<file path="src/rtl/studio2_pkg.sv">
// -----------------------------------------------------------------------------
// studio2_pkg
// Shared types and default constants for the Studio II cartridge loader.
//   loader_state_t : loader FSM states (IDLE, LOAD, DRAIN, HOLD)
//   *_DEFAULT      : default parameter values used by the loader and its bus
//   sat_inc16      : 16-bit increment that saturates at 16'hFFFF
// -----------------------------------------------------------------------------
package studio2_pkg;

    typedef enum logic [1:0] {
        IDLE  = 2'd0,
        LOAD  = 2'd1,
        DRAIN = 2'd2,
        HOLD  = 2'd3
    } loader_state_t;

    localparam logic [7:0]  BIOS_INDEX_DEFAULT  = 8'h00;
    localparam logic [7:0]  CART_INDEX_DEFAULT  = 8'h01;
    localparam int          ADDR_W_DEFAULT      = 12;
    localparam logic [11:0] CART_BASE_DEFAULT   = 12'h400;
    localparam int          REGION_SIZE_DEFAULT = 1024;
    localparam int          RESET_HOLD_DEFAULT  = 16;

    function automatic logic [15:0] sat_inc16(input logic [15:0] value);
        return (value == 16'hFFFF) ? value : value + 16'd1;
    endfunction

endpackage

</file>
<file path="src/rtl/studio2_cart_loader_if.sv">
// -----------------------------------------------------------------------------
// studio2_cart_loader_if
// Groups the HPS ioctl download stream and the BIOS/cartridge RAM write port.
//   ioctl_download/index/wr/addr/dout : host -> loader byte stream
//   ioctl_wait                        : loader -> host stall request
//   mem_we/addr/data                  : loader -> RAM write request
//   mem_ready                         : RAM -> loader write accept
// Modports:
//   master : host/RAM side (drives the stream and mem_ready)
//   slave  : the loader
// -----------------------------------------------------------------------------
interface studio2_cart_loader_if #(
    parameter int ADDR_W = studio2_pkg::ADDR_W_DEFAULT
) ();

    logic              ioctl_download;
    logic [7:0]        ioctl_index;
    logic              ioctl_wr;
    logic [24:0]       ioctl_addr;
    logic [7:0]        ioctl_dout;
    logic              ioctl_wait;

    logic              mem_we;
    logic [ADDR_W-1:0] mem_addr;
    logic [7:0]        mem_data;
    logic              mem_ready;

    modport master (
        output ioctl_download, ioctl_index, ioctl_wr, ioctl_addr, ioctl_dout, mem_ready,
        input  ioctl_wait, mem_we, mem_addr, mem_data
    );

    modport slave (
        input  ioctl_download, ioctl_index, ioctl_wr, ioctl_addr, ioctl_dout, mem_ready,
        output ioctl_wait, mem_we, mem_addr, mem_data
    );

endinterface

</file>
<file path="src/rtl/studio2_wr_skid.sv">
// -----------------------------------------------------------------------------
// studio2_wr_skid
// One-entry address/data buffer between the ioctl stream and the RAM port.
// A push in the same cycle as a pop reloads the entry without a bubble.
//   clk, reset  : clock, asynchronous active-high reset
//   push        : load push_addr/push_data (caller only pushes when push_ready)
//   push_ready  : entry empty, or being emptied this cycle
//   pop_ready   : downstream accepts the held entry this cycle
//   valid       : entry holds a byte (drives the RAM write strobe)
//   addr, data  : held entry
// -----------------------------------------------------------------------------
module studio2_wr_skid #(
    parameter int ADDR_W = 12
) (
    input  logic              clk,
    input  logic              reset,
    input  logic              push,
    input  logic [ADDR_W-1:0] push_addr,
    input  logic [7:0]        push_data,
    input  logic              pop_ready,
    output logic              push_ready,
    output logic              valid,
    output logic [ADDR_W-1:0] addr,
    output logic [7:0]        data
);

    assign push_ready = ~valid | pop_ready;

    // NOTE: sequential state is written with <= only, so every register samples
    // the pre-edge values of its neighbours regardless of statement order.
    always_ff @(posedge clk or posedge reset) begin
        if (reset) begin
            // NOTE: the addr/data holding registers are reset too, because they
            // drive the RAM port directly and must read as zero out of reset.
            valid <= 1'b0;
            addr  <= '0;
            data  <= 8'h00;
        end else if (push) begin
            valid <= 1'b1;
            addr  <= push_addr;
            data  <= push_data;
        end else if (valid && pop_ready) begin
            valid <= 1'b0;
        end
    end

endmodule

</file>
<file path="src/rtl/studio2_cart_loader.sv">
// -----------------------------------------------------------------------------
// studio2_cart_loader
// Converts the HPS ioctl download stream into byte writes on the Studio II
// BIOS/cartridge RAM, stalls the host while RAM is busy, and holds the core in
// reset through the download plus RESET_HOLD cycles.
// Ports:
//   clk, reset  : clock, asynchronous active-high reset
//   bus         : studio2_cart_loader_if.slave (ioctl stream + RAM write port)
//   core_reset  : reset to CPU/video core (high after reset, during load, during hold)
//   load_done   : one-cycle pulse when the post-download hold expires
//   byte_count  : bytes written this download, saturating at 16'hFFFF
//   overflow    : sticky flag, a byte was dropped; cleared at download start
//   checksum    : mod-256 sum of written bytes
// Build option:
//   STUDIO2_LOADER_CHECKSUM_EN : when defined the checksum accumulator is built;
//                                otherwise checksum is tied to 8'h00.
// -----------------------------------------------------------------------------
module studio2_cart_loader
    import studio2_pkg::*;
#(
    parameter logic [7:0]        BIOS_INDEX  = BIOS_INDEX_DEFAULT,
    parameter logic [7:0]        CART_INDEX  = CART_INDEX_DEFAULT,
    parameter int                ADDR_W      = ADDR_W_DEFAULT,
    parameter logic [ADDR_W-1:0] CART_BASE   = CART_BASE_DEFAULT,
    parameter int                REGION_SIZE = REGION_SIZE_DEFAULT,
    parameter int                RESET_HOLD  = RESET_HOLD_DEFAULT
) (
    input  logic                  clk,
    input  logic                  reset,
    studio2_cart_loader_if.slave  bus,
    output logic                  core_reset,
    output logic                  load_done,
    output logic [15:0]           byte_count,
    output logic                  overflow,
    output logic [7:0]            checksum
);

    localparam int              CNT_W     = $clog2(RESET_HOLD + 1);
    localparam logic [CNT_W-1:0] HOLD_LAST = CNT_W'(RESET_HOLD - 1);

    loader_state_t     state;
    logic              dl_q;
    logic              boot_hold;
    logic [CNT_W-1:0]  hold_cnt;

    logic              dl_rise;
    logic              push;
    logic              drop;
    logic [ADDR_W-1:0] push_addr;
    logic              push_ready;
    logic              buf_valid;
    logic [ADDR_W-1:0] buf_addr;
    logic [7:0]        buf_data;
    logic              drain;

    assign dl_rise = bus.ioctl_download & ~dl_q;
    assign drain   = buf_valid & bus.mem_ready;

    // Byte routing: a strobe in LOAD is either pushed into the buffer or
    // dropped (bad index, out-of-region address, or buffer still occupied).
    // NOTE: every signal driven here gets a default first, so no path leaves a
    // value unassigned and no latch is inferred.
    always_comb begin
        logic index_ok;
        logic addr_ok;
        logic strobe;
        push      = 1'b0;
        drop      = 1'b0;
        push_addr = '0;
        index_ok  = (bus.ioctl_index == BIOS_INDEX) || (bus.ioctl_index == CART_INDEX);
        addr_ok   = bus.ioctl_addr < 25'(REGION_SIZE);
        strobe    = (state == LOAD) && bus.ioctl_wr;
        if (strobe) begin
            if (index_ok && addr_ok && push_ready) begin
                push      = 1'b1;
                push_addr = ((bus.ioctl_index == CART_INDEX) ? CART_BASE : '0)
                            + bus.ioctl_addr[ADDR_W-1:0];
            end else begin
                drop = 1'b1;
            end
        end
    end

    studio2_wr_skid #(.ADDR_W(ADDR_W)) u_skid (
        .clk        (clk),
        .reset      (reset),
        .push       (push),
        .push_addr  (push_addr),
        .push_data  (bus.ioctl_dout),
        .pop_ready  (bus.mem_ready),
        .push_ready (push_ready),
        .valid      (buf_valid),
        .addr       (buf_addr),
        .data       (buf_data)
    );

    assign bus.mem_we     = buf_valid;
    assign bus.mem_addr   = buf_addr;
    assign bus.mem_data   = buf_data;
    assign bus.ioctl_wait = buf_valid & ~bus.mem_ready;

    // Sequencing FSM. core_reset is raised on entry to LOAD and only dropped
    // on the transition back to IDLE, so it stays high through LOAD/DRAIN/HOLD.
    // boot_hold reuses the hold counter to keep the core in reset for
    // RESET_HOLD cycles after reset release, without a load_done pulse.
    always_ff @(posedge clk or posedge reset) begin
        if (reset) begin
            state      <= IDLE;
            dl_q       <= 1'b0;
            boot_hold  <= 1'b1;
            hold_cnt   <= '0;
            core_reset <= 1'b1;
            load_done  <= 1'b0;
            byte_count <= 16'h0000;
            overflow   <= 1'b0;
        end else begin
            dl_q      <= bus.ioctl_download;
            load_done <= 1'b0;

            unique case (state)
                IDLE: begin
                    if (dl_rise) begin
                        state      <= LOAD;
                        core_reset <= 1'b1;
                        boot_hold  <= 1'b0;
                        hold_cnt   <= '0;
                    end else if (boot_hold) begin
                        if (hold_cnt == HOLD_LAST) begin
                            boot_hold  <= 1'b0;
                            core_reset <= 1'b0;
                        end else begin
                            hold_cnt <= hold_cnt + 1'b1;
                        end
                    end
                end
                LOAD: begin
                    if (!bus.ioctl_download) state <= DRAIN;
                end
                DRAIN: begin
                    if (dl_rise) begin
                        state <= LOAD;
                    end else if (!buf_valid) begin
                        state    <= HOLD;
                        hold_cnt <= '0;
                    end
                end
                HOLD: begin
                    if (dl_rise) begin
                        state <= LOAD;
                    end else if (hold_cnt == HOLD_LAST) begin
                        state      <= IDLE;
                        core_reset <= 1'b0;
                        load_done  <= 1'b1;
                    end else begin
                        hold_cnt <= hold_cnt + 1'b1;
                    end
                end
                default: state <= IDLE;
            endcase

            // A new download wins over any write still landing this cycle.
            if (dl_rise) begin
                byte_count <= 16'h0000;
                overflow   <= 1'b0;
            end else begin
                if (drain) byte_count <= sat_inc16(byte_count);
                if (drop)  overflow   <= 1'b1;
            end
        end
    end

`ifdef STUDIO2_LOADER_CHECKSUM_EN
    logic [7:0] sum_q;

    always_ff @(posedge clk or posedge reset) begin
        if (reset) begin
            sum_q <= 8'h00;
        end else if (dl_rise) begin
            sum_q <= 8'h00;
        end else if (drain) begin
            sum_q <= sum_q + buf_data;
        end
    end

    assign checksum = sum_q;
`else
    assign checksum = 8'h00;
`endif

endmodule

</file>
<file path="src/flat_wrapper.sv">
// flat-port wrapper written by rule: the top's interface ports become plain ports
module studio2_cart_loader_flat import studio2_pkg::*;
#(
    parameter logic [7:0]        BIOS_INDEX  = BIOS_INDEX_DEFAULT,
    parameter logic [7:0]        CART_INDEX  = CART_INDEX_DEFAULT,
    parameter int                ADDR_W      = ADDR_W_DEFAULT,
    parameter logic [ADDR_W-1:0] CART_BASE   = CART_BASE_DEFAULT,
    parameter int                REGION_SIZE = REGION_SIZE_DEFAULT,
    parameter int                RESET_HOLD  = RESET_HOLD_DEFAULT
)
  (clk, reset, core_reset, load_done, byte_count, overflow, checksum, bus_ioctl_download, bus_ioctl_index, bus_ioctl_wr, bus_ioctl_addr, bus_ioctl_dout, bus_mem_ready, bus_ioctl_wait, bus_mem_we, bus_mem_addr, bus_mem_data);
  studio2_cart_loader_if #(.ADDR_W(ADDR_W)) bus_i ();
  input  logic clk;
  input  logic reset;
  output logic core_reset;
  output logic load_done;
  output logic [15:0] byte_count;
  output logic overflow;
  output logic [7:0] checksum;
  input wire logic [$bits(bus_i.ioctl_download)-1:0] bus_ioctl_download;
  input wire logic [$bits(bus_i.ioctl_index)-1:0] bus_ioctl_index;
  input wire logic [$bits(bus_i.ioctl_wr)-1:0] bus_ioctl_wr;
  input wire logic [$bits(bus_i.ioctl_addr)-1:0] bus_ioctl_addr;
  input wire logic [$bits(bus_i.ioctl_dout)-1:0] bus_ioctl_dout;
  input wire logic [$bits(bus_i.mem_ready)-1:0] bus_mem_ready;
  output wire logic [$bits(bus_i.ioctl_wait)-1:0] bus_ioctl_wait;
  output wire logic [$bits(bus_i.mem_we)-1:0] bus_mem_we;
  output wire logic [$bits(bus_i.mem_addr)-1:0] bus_mem_addr;
  output wire logic [$bits(bus_i.mem_data)-1:0] bus_mem_data;
  assign bus_i.ioctl_download = bus_ioctl_download;
  assign bus_i.ioctl_index = bus_ioctl_index;
  assign bus_i.ioctl_wr = bus_ioctl_wr;
  assign bus_i.ioctl_addr = bus_ioctl_addr;
  assign bus_i.ioctl_dout = bus_ioctl_dout;
  assign bus_i.mem_ready = bus_mem_ready;
  assign bus_ioctl_wait = bus_i.ioctl_wait;
  assign bus_mem_we = bus_i.mem_we;
  assign bus_mem_addr = bus_i.mem_addr;
  assign bus_mem_data = bus_i.mem_data;
  studio2_cart_loader #(.BIOS_INDEX(BIOS_INDEX), .CART_INDEX(CART_INDEX), .ADDR_W(ADDR_W), .CART_BASE(CART_BASE), .REGION_SIZE(REGION_SIZE), .RESET_HOLD(RESET_HOLD)) u_core (.clk(clk), .reset(reset), .bus(bus_i), .core_reset(core_reset), .load_done(load_done), .byte_count(byte_count), .overflow(overflow), .checksum(checksum));
endmodule
</file>
<file path="config.mk">
export PLATFORM = sky130hd
export DESIGN_NAME = studio2_cart_loader_flat
export DESIGN_NICKNAME = d
export VERILOG_FILES = /design/src/rtl/studio2_pkg.sv /design/src/rtl/studio2_cart_loader_if.sv /design/src/rtl/studio2_wr_skid.sv /design/src/rtl/studio2_cart_loader.sv /design/src/flat_wrapper.sv
export SDC_FILE = /design/constraint.sdc
export NUM_CORES = 1
export LEC_CHECK = 0
export CORE_MARGIN = 2
export CORE_UTILIZATION = 25
export CTS_CLUSTER_SIZE = 16
export DETAILED_ROUTE_END_ITERATION = 8
export GPL_ROUTABILITY_DRIVEN = 0
export PLACE_DENSITY = 0.5
export SYNTH_ARGS = -nofsm -noshare
export SYNTH_HDL_FRONTEND = slang
export SYNTH_SLANG_ARGS = --single-unit
</file>
<file path="constraint.sdc">
create_clock -name clk -period 2.05 [get_ports clk]
set_input_delay 0.5125 -clock clk [delete_from_list [all_inputs] [get_ports clk]]
set_output_delay 0.5125 -clock clk [all_outputs]
set_load 0.01 [all_outputs]
</file>
==> results.json, run 1 <==
{
  "worstSetupStartpointType": "input port",
  "required_ps": 2240,
  "start_util": 0.255,
  "synth-main-ff-cell": "dfrtp_1",
  "powerDensity_nw_per_um2": 660,
  "die_x_um": 106,
  "synth_fa_ha_area_frac": 0.0434,
  "path_class": "in -> reg",
  "wirelength_um": 6640,
  "p_leak_nw": 1.78,
  "status": "completed",
  "crit_path_end_kind": "register",
  "clock.fmax_mhz": 496,
  "timing.final.crit_period_ps": 2020,
  "hpwlAfterDp_um": 4940,
  "synth_area_um2": 2600,
  "dr.pass1.iters": 6,
  "async_reset_ff_frac": 1.00,
  "grt_usage": 0.121,
  "worst_slack_ps": 33.1,
  "hold_viol": 0,
  "synth_edf_count": 0,
  "io_buffers": 86,
  "cts_sinks": 49,
  "period_share": 0.984,
  "yosysSeqAreaShare": 0.473,
  "yosysWarningCount": 0,
  "worstSkewPairLatency_ps": 300,
  "clockBufferDepth": 2,
  "synth-simple-area-share": 0.185,
  "nets": 392,
  "slew_viol_final": 0,
  "grt_max_degree": 50,
  "synth_seq_cells": 49,
  "vias": 2068,
  "fillers": 996,
  "ys_types": 53,
  "antenna_found_initial": 0,
  "avgViaCountPerCell": 4.36,
  "synth_compound_area_frac": 0.0862,
  "grt_pass1_wl_um": 10800,
  "tritoncts": "built",
  "synth_xor_area_frac": 0.0438,
  "cts_buffers": 5,
  "dieArea_um2": 11200,
  "hp-class": "reg -> reg",
  "htreeDepth": 2,
  "critical_path_peak_fanout": 5,
  "synth_top_family_by_area": "simple AND/OR/NAND/NOR gates",
  "grt_pass1_vias": 2041,
  "peakVddDrop_uv": 340,
  "io_pins": 95,
  "muxShareOfSynthArea": 0.118,
  "clk_pin_slew_ps": 90,
  "drive_above_1_share": 0.219,
  "core_um2": 10200,
  "worstPathArrival_ps": 2200,
  "skew_ps": 4.91,
  "finalSetupViolations": 0,
  "syn_area_per_cell_um2": 11.4,
  "fin_hold_ws_ps": 489,
  "drv_cap": 0,
  "overflow": 0,
  "dpl_worst_slack_ps": -545,
  "dieHeight_um": 106,
  "drtIter0Drc": 49,
  "rsz0062_at_grt": "no",
  "route.detailed.drc": 0,
  "antennaDiodeCount": 0,
  "clockRootBuffer": "clkbuf_8",
  "syn_inst": 228,
  "synthToLayoutAreaGrowth_pct": 51.7,
  "drtAntennaViolNets": 0,
  "wl_per_cell_um": 14.0,
  "core.rowCount": 37
}
power by group:
part	internal, W	leakage (nW)	switching [W]	total, W
Sequential	0.00103	0.666	0.0000759	0.00111
Clock	0.000485	0.0681	0.000323	0.000808
Combinational	0.000340	1.04	0.000346	0.000686
Total	0.00186	1.78	0.000745	0.00260
worst max-delay path, cell delays in order:
cell,delay [ps]
buf_2,100
or4_4,540
nor4_4,250
and3_4,280
buf_12,120
buf_12,110
mux2_4,300
cell usage in the layout, fill, tap and decap left out, types with 3 or more instances in the layout:
cell type	count
clkdlybuf4s50_1	63
dfrtp_1	47
mux2_4	19
nor2_1	17
nand2_1	16
buf_4	15
nand3_1	9
ha_1	9
nand4_1	8
xor2_1	8
conb_1	8
dlygate4sd2_1	7
a21oi_1	6
nor3_1	5
xnor2_1	5
clkbuf_8	5
dlymetal6s2s_1	5
clkbuf_2	5
o21ai_0	4
nor4_4	4
o21ai_1	4
and3_1	4
inv_1	3
and4_1	3
clkdlybuf4s15_1	3
buf_2	3
buf_12	3
cell type report:
class,instances,area [µm²],share of cell area
Multi-Input combinational cell,169,1330,0.338
Sequential cell,49,1230,0.312
Timing Repair Buffer,108,1060,0.270
Tap cell,136,170,0.0432
Clock buffer,5,68.8,0.0175
Clock inverter,3,65.1,0.0165
Inverter,4,15.0,0.00381
kinds of logic after synthesis:
| group | after synthesis |
|---|---|
| other | 1 |
| xor gates and xnor gates | 13 |
| AOI/OAI and AO/OA | 33 |
| DFF | 49 |
| adders and majority gates | 9 |
| buffers and inverters | 17 |
| and+or+nand+nor | 85 |
| muxes | 21 |
layer usage:
layer  vias to the layer above  global-route usage  wire (µm)
li1                       1031                   -          -
met1                       985               0.167       2980
met2                        47               0.195       3260
met3                         5              0.0258        354
met4                         0              0.0254         44
met5                         -                   0          0
per-stage QoR:
| step | power, W | area [µm²] | cells | setup TNS, ps | utilization |
|---|---|---|---|---|---|
| final | 0.00260 | 3940 | 474 | 0 | 0.387 |
| after global routing | 0.00276 | 3940 | 474 | 0 | 0.387 |
| after CTS | 0.00261 | 3910 | 473 | -76.9 | 0.384 |
| after detailed placement | 0.00180 | 3720 | 462 | -11710 | 0.365 |
| after global placement | 0.00179 | 3720 | 462 | -11270 | 0.365 |
| after floorplan | 0.00156 | 2620 | 235 | 0 | - |
sequential cells by signal (all words and copies together), names as in the netlist:
signal and count:
u_core.u_skid.addr 12, u_core.core_reset 1, u_core.dl_q 1, u_core.hold_cnt 5, u_core.load_done 1, u_core.overflow 1, u_core.state 2, u_core.u_skid.valid 1
u_core.byte_count 16, u_core.boot_hold 1, u_core.u_skid.data 8
Yosys cell counts, drive strengths merged (2+ instances only):
cell type	number	area share
xnor2	5	0.017
nand2	16	0.023
or2	2	0.0048
o21a	2	0.0058
a21boi	2	0.0058
nor2b	3	0.0072
nand4	8	0.019
nor2	17	0.025
o31ai	2	0.0058
buf	10	0.039
ha	9	0.043
nor3	8	0.020
and4	3	0.010
a21oi	6	0.012
nor4	7	0.025
dfstp	2	0.020
dfrtp	47	0.45
o21ai	8	0.015
mux2	21	0.12
nand3	10	0.019
clkbuf	3	0.0043
and3	5	0.014
inv	4	0.0058
xor2	8	0.027
path summary, 6_finish.rpt:
path                                                      to                            start  slack [ps]  depth (start not counted)
min reg2reg                     u_core.boot_hold$_DFFE_PP1N_     u_core.boot_hold$_DFFE_PP1N_         490                          1
min in group asynchronous   u_core.byte_count[7]$_DFFE_PP0P_                            reset         580                          3
max in group asynchronous      u_core.core_reset$_DFFE_PP1P_                            reset        1170                          3
max                        u_core.u_skid.data[7]$_DFFE_PP0P_               bus_ioctl_addr[16]          30                          7
min                             u_core.boot_hold$_DFFE_PP1N_     u_core.boot_hold$_DFFE_PP1N_         490                          1
max reg2reg                u_core.u_skid.data[7]$_DFFE_PP0P_  u_core.u_skid.valid$_DFFE_PP0P_         170                          7
timing repair:
action,4_1_cts,5_1_grt
endpoints found under the setup margin,21,22
gates resized for setup,31,26
hold buffers,0,0
pin swaps,9,10
buffers inserted,2,2
gates cloned,1,0
Power figures use the tool's default switching activity.
==> inputs of run 2 (changes only) <==
--- a/config.mk
+++ b/config.mk
@@ -5,12 +5,12 @@
 export SDC_FILE = /design/constraint.sdc
 export NUM_CORES = 1
 export LEC_CHECK = 0
+export CAP_MARGIN = 0
 export CORE_MARGIN = 2
 export CORE_UTILIZATION = 25
 export CTS_CLUSTER_SIZE = 16
 export DETAILED_ROUTE_END_ITERATION = 8
 export GPL_ROUTABILITY_DRIVEN = 0
-export PLACE_DENSITY = 0.5
 export SYNTH_ARGS = -nofsm -noshare
 export SYNTH_HDL_FRONTEND = slang
 export SYNTH_SLANG_ARGS = --single-unit
==> results.json, run 2 (synthesis results as in run 1) <==
{
  "cp_slowest_cell": "mux2_4",
  "overflow": 0,
  "drtAntennaViolNets": 0,
  "peakVddDrop_uv": 264,
  "path_class": "in -> reg",
  "stdcell_count": 474,
  "synthToLayoutAreaGrowth_pct": 50.6,
  "grt_pass1_wl_um": 10800,
  "tns_ps": 0,
  "worstRegToRegCells": 8,
  "cts_buffers": 5,
  "core_um2": 10200,
  "status": "completed",
  "final_common_cell": "clkdlybuf4s50_1",
  "drive_above_1_share": 0.210,
  "worstPathArrival_ps": 2150,
  "mostFrequentLayoutCells": "62 x clkdlybuf4s50_1, 47 x dfrtp_1, 19 x mux2_4",
  "drv_cap": 0,
  "clock.fmax_mhz": 510,
  "nets": 392,
  "rrSetupSlack_ps": 200,
  "clockBufferDepth": 2,
  "dr.max_layer_used": "met4",
  "antennaDiodeCount": 0,
  "vias": 2091,
  "io_pins": 95,
  "tritoncts": "built",
  "wirelength_um": 6380,
  "die_x_um": 106,
  "dr.pass1.iters": 4,
  "crit_path_end_kind": "register",
  "wl_per_cell_um": 13.4,
  "timing.rr.start": "u_core.state[0]$_DFFE_PP0P_",
  "hpwlAfterDp_um": 4660,
  "critical_path_peak_fanout": 7,
  "path_cells": "clkdlybuf4s15_1 -> nor4_2 -> nand3_1 -> nor4_4 -> and3_4 -> buf_6 -> buf_12 -> mux2_4",
  "grt_max_degree": 50,
  "period_share": 0.956,
  "fin_hold_ws_ps": 499,
  "p_leak_nw": 1.77,
  "fillers": 986,
  "placedCellCount": 461,
  "avgViaCountPerCell": 4.41,
  "wl_met1_um": 2820,
  "max_slew_margin": 0.639,
  "antenna_found_initial": 0,
  "hp-class": "reg -> reg",
  "finalSetupViolations": 0,
  "hold-path-cell-count": 1,
  "drtIter0Drc": 112,
  "rsz0062_at_grt": "no",
  "regMostFlops": "u_core.byte_count",
  "worstSetupStartpointType": "input port",
  "worst_slack_ps": 90.0,
  "largest_register_ffs": 16,
  "dpl_worst_slack_ps": -543,
  "io_buffers": 86,
  "htreeDepth": 2,
  "largestRegisters": "u_core.byte_count (16), u_core.u_skid.addr (12), u_core.u_skid.data (8)",
  "powerDensity_nw_per_um2": 649,
  "required_ps": 2240,
  "clockRootBuffer": "clkbuf_8",
  "dieHeight_um": 106,
  "r2r_end": "u_core.hold_cnt[0]$_DFFE_PP0P_",
  "clk_pin_slew_ps": 100,
  "grt_usage": 0.120,
  "core.rowCount": 37,
  "hold_viol": 0,
  "endpoint": "u_core.u_skid.data[4]$_DFFE_PP0P_",
  "skew_ps": 9.42,
  "post-route-util": 0.384,
  "slowest_delay_ps": 300,
  "dieArea_um2": 11200,
  "met3_length_um": 246,
  "cts_sinks": 49,
  "wl_met2_um": 3190,
  "worstSkewPairLatency_ps": 300,
  "slew_viol_final": 0,
  "critical_path.startpoint": "bus_ioctl_addr[13]",
  "start_util": 0.255,
  "holdBufCountCts": 0,
  "route.detailed.drc": 0,
  "worst_pin_slew_ps": 537,
  "grt_pass1_vias": 2162,
  "timing.final.crit_period_ps": 1960
}
[run 2: cell type report]
| class | instances | area, µm² | area share |
|---|---|---|---|
| Multi-Input combinational cell | 169 | 1310 | 0.335 |
| Sequential cell | 49 | 1230 | 0.314 |
| Timing Repair Buffer | 108 | 1070 | 0.273 |
| Tap cell | 136 | 170 | 0.0435 |
| Clock buffer | 6 | 82.6 | 0.0211 |
| Clock inverter | 2 | 37.5 | 0.00959 |
| Inverter | 4 | 15.0 | 0.00384 |
[run 2: worst max-delay path: cells and delay by family]
family / cells / cell delay, ps
AND/OR/NAND/NOR: 4 / 940
buffers and inverters: 3 / 410
multiplexers: 1 / 300
[run 2: layer usage]
layer	up-vias	track usage
met5	-	0
met4	0	0.0442
met3	9	0.0264
met2	54	0.200
met1	1006	0.154
li1	1022	-
[run 2: worst min-delay path by stage]
stage,start,slack (ps),endpoint
6_report,u_core.boot_hold$_DFFE_PP1N_,500,u_core.boot_hold$_DFFE_PP1N_
5_1_grt,u_core.boot_hold$_DFFE_PP1N_,520,u_core.boot_hold$_DFFE_PP1N_
3_3_place_gp,u_core.overflow$_DFFE_PP0P_,470,u_core.overflow$_DFFE_PP0P_
3_5_place_dp,u_core.boot_hold$_DFFE_PP1N_,480,u_core.boot_hold$_DFFE_PP1N_
2_1_floorplan,u_core.boot_hold$_DFFE_PP1N_,470,u_core.boot_hold$_DFFE_PP1N_
4_1_cts,u_core.boot_hold$_DFFE_PP1N_,500,u_core.boot_hold$_DFFE_PP1N_
[run 2: through the flow]
stage / area, µm² / power, W
final: 3910 / 0.00254
after global routing: 3910 / 0.00272
after CTS: 3860 / 0.00255
after detailed placement: 3710 / 0.00182
after global placement: 3710 / 0.00180
after floorplan: 2620 / 0.00156
[run 2: timing repair]
action,in CTS,in global routing
endpoints found under the setup margin,21,22
cloned,1,0
buffers inserted,3,2
endpoints found under the hold margin,0,0
pin swaps,8,10
resized for setup,26,23
[run 2: where the power goes]
part / leakage (nW) / switching (W) / internal [W]
clock: 0.0574 / 0.000326 / 0.000397
combinational: 1.05 / 0.000364 / 0.000353
sequential: 0.666 / 0.0000639 / 0.00103
total: 1.77 / 0.000754 / 0.00178
==> inputs of run 3 (changes only) <==
--- a/config.mk
+++ b/config.mk
@@ -6,11 +6,15 @@
 export NUM_CORES = 1
 export LEC_CHECK = 0
 export CAP_MARGIN = 0
+export CELL_PAD_IN_SITES_DETAIL_PLACEMENT = 1
+export CELL_PAD_IN_SITES_GLOBAL_PLACEMENT = 2
 export CORE_MARGIN = 2
 export CORE_UTILIZATION = 25
 export CTS_CLUSTER_SIZE = 16
 export DETAILED_ROUTE_END_ITERATION = 8
 export GPL_ROUTABILITY_DRIVEN = 0
+export PLACE_DENSITY_LB_ADDON = 0.1
+export SETUP_SLACK_MARGIN = 0.2
 export SYNTH_ARGS = -nofsm -noshare
 export SYNTH_HDL_FRONTEND = slang
 export SYNTH_SLANG_ARGS = --single-unit
==> results.json, run 3 (synthesis results as in run 1) <==
{
  "worstSkewPairLatency_ps": 310,
  "largestRegisters": "u_core.byte_count (16), u_core.u_skid.addr (12), u_core.u_skid.data (8)",
  "status": "completed",
  "finalSetupViolations": 0,
  "regMostFlops": "u_core.byte_count",
  "wl_per_cell_um": 15.2,
  "hp-start": "bus_ioctl_download",
  "holdPathEnd": "u_core.dl_q$_DFF_PP0_",
  "holdBufCountCts": 0,
  "rrSetupSlack_ps": 260,
  "period_share": 0.904,
  "htreeDepth": 2,
  "required_ps": 2250,
  "clockBufferDepth": 2,
  "clk_pin_slew_ps": 100,
  "overflow": 0,
  "avgViaCountPerCell": 4.43,
  "fillers": 1153,
  "slowest_delay_ps": 300,
  "cts_buffers": 5,
  "path_class": "in -> reg",
  "core.rowCount": 37,
  "grt_pass1_vias": 2351,
  "antenna_found_initial": 0,
  "mostFrequentLayoutCells": "55 x clkdlybuf4s50_1, 38 x dfrtp_1, 36 x buf_4",
  "die_x_um": 106,
  "cpLargestDelayFamily": "simple AND/OR/NAND/NOR gates",
  "hold-path-cell-count": 2,
  "hpwlAfterDp_um": 5510,
  "stdcell_count": 494,
  "crit_path_end_kind": "register",
  "drive_above_1_share": 0.335,
  "io_buffers": 86,
  "core_um2": 10200,
  "dieArea_um2": 11200,
  "dieHeight_um": 106,
  "worstSetupStartpointType": "input port",
  "cts_sinks": 49,
  "p_leak_nw": 1.85,
  "grt_max_degree": 20,
  "dr.pass1.iters": 4,
  "drtAntennaViolNets": 0,
  "io_pins": 95,
  "path_cells": "dlygate4sd2_1 -> nor4_2 -> nand3_2 -> nor4_4 -> and3_4 -> buf_12 -> mux2_4",
  "slew_viol_final": 0,
  "grt_usage": 0.137,
  "skew_ps": 9.86,
  "rsz0062_at_grt": "yes",
  "worstRegToRegCells": 6,
  "r2r_end": "u_core.u_skid.data[7]$_DFFE_PP0P_",
  "clock.fmax_mhz": 540,
  "timing.rr.start": "u_core.u_skid.valid$_DFFE_PP0P_",
  "antennaDiodeCount": 0,
  "worstPathArrival_ps": 2060,
  "critical_path_buf_inv_count": 2,
  "vias": 2190,
  "hold_viol": 0,
  "largest_register_ffs": 16,
  "post-route-util": 0.401,
  "hp-class": "in -> reg",
  "placedCellCount": 468,
  "fin_hold_ws_ps": 466,
  "start_util": 0.255,
  "drtIter0Drc": 37,
  "grt_pass1_wl_um": 12300,
  "powerDensity_nw_per_um2": 636,
  "nets": 412,
  "tritoncts": "built",
  "timing.final.crit_period_ps": 1850,
  "synthToLayoutAreaGrowth_pct": 57.4,
  "peakVddDrop_uv": 397,
  "route.detailed.drc": 0,
  "wirelength_um": 7510,
  "final_common_cell": "clkdlybuf4s50_1",
  "cp_slowest_cell": "and3_4",
  "critical_path_peak_fanout": 8,
  "drv_cap": 0,
  "clockRootBuffer": "clkbuf_8"
}
==> run 3: changes by cell type in the layout (fill, tap and decap cells not counted), moves of 3 or more <==
cell / previous run / this run
buf_4: 17 / 36
clkbuf_2: 4 / 8
clkdlybuf4s50_1: 62 / 55
dfrtp_1: 47 / 38
dfrtp_2: 0 / 9
dlygate4sd2_1: 6 / 11
dlymetal6s2s_1: 8 / 5
ha_1: 9 / 5
ha_2: 0 / 3
==> run 3: layout make-up <==
| cell class | instances | area (µm²) | share of cell area |
|---|---|---|---|
| repair buffers | 128 | 1200 | 0.293 |
| multi-input cells | 169 | 1380 | 0.336 |
| clock inverters | 3 | 22.5 | 0.00551 |
| flip-flops and latches | 49 | 1240 | 0.303 |
| inverters | 4 | 15.0 | 0.00367 |
| well taps | 136 | 170 | 0.0416 |
| clock buffers | 5 | 68.8 | 0.0168 |
==> run 3: worst reg2reg max path: cells and delay by family (launching register included) <==
family / cells / cell delay, ps
multiplexers: 1 / 300
AND/OR/NAND/NOR: 3 / 700
flip-flops: 1 / 390
buffers and inverters: 2 / 290
==> run 3: power breakdown <==
group	leakage [nW]	internal [W]	switching [W]
logic	1.16	0.000464	0.000408
clock network	0.0364	0.000240	0.000365
registers	0.652	0.00104	0.0000862
total	1.85	0.00174	0.000859
==> run 3: layer usage <==
metal | up-vias | part of all wire | global-route usage
met4 | 0 | 0.0077 | 0.0338
met3 | 5 | 0.029 | 0.0270
met1 | 1078 | 0.45 | 0.174
met5 | - | 0 | 0
li1 | 1070 | - | -
met2 | 37 | 0.52 | 0.240
==> run 3: through the flow <==
stage          setup TNS (ps)  area [µm²]  setup WS (ps)  power, W
2_1_floorplan               0        2630           48.0   0.00156
3_3_place_gp           -10470        3770           -466   0.00184
3_5_place_dp           -12120        3770           -533   0.00186
4_1_cts                     0        3910           63.7   0.00251
5_1_grt                     0        4090            127   0.00278
6_report                    0        4090            197   0.00260
==> run 3: worst max-delay path by stage <==
| stage | start | to | cells past startpoint |
|---|---|---|---|
| global placement | bus_ioctl_index[5] | u_core.u_skid.addr[6]$_DFFE_PP0P_ | 7 |
| detailed placement | bus_ioctl_index[5] | u_core.u_skid.addr[6]$_DFFE_PP0P_ | 7 |
| floorplan | bus_ioctl_addr[24] | u_core.u_skid.addr[0]$_DFFE_PP0P_ | 5 |
| finish | bus_ioctl_addr[13] | u_core.u_skid.data[7]$_DFFE_PP0P_ | 7 |
| CTS | bus_ioctl_addr[21] | u_core.u_skid.data[1]$_DFFE_PP0P_ | 6 |
| global route | bus_ioctl_addr[13] | u_core.u_skid.addr[6]$_DFFE_PP0P_ | 7 |
==> run 3: timing repair <==
| item | in CTS | in global routing |
|---|---|---|
| buffers inserted | 4 | 13 |
| hold endpoints to repair | 0 | 0 |
| endpoints found under the setup margin | 42 | 41 |
| pin swaps | 10 | 12 |
| resized for setup | 48 | 49 |
| gates cloned | 1 | 0 |
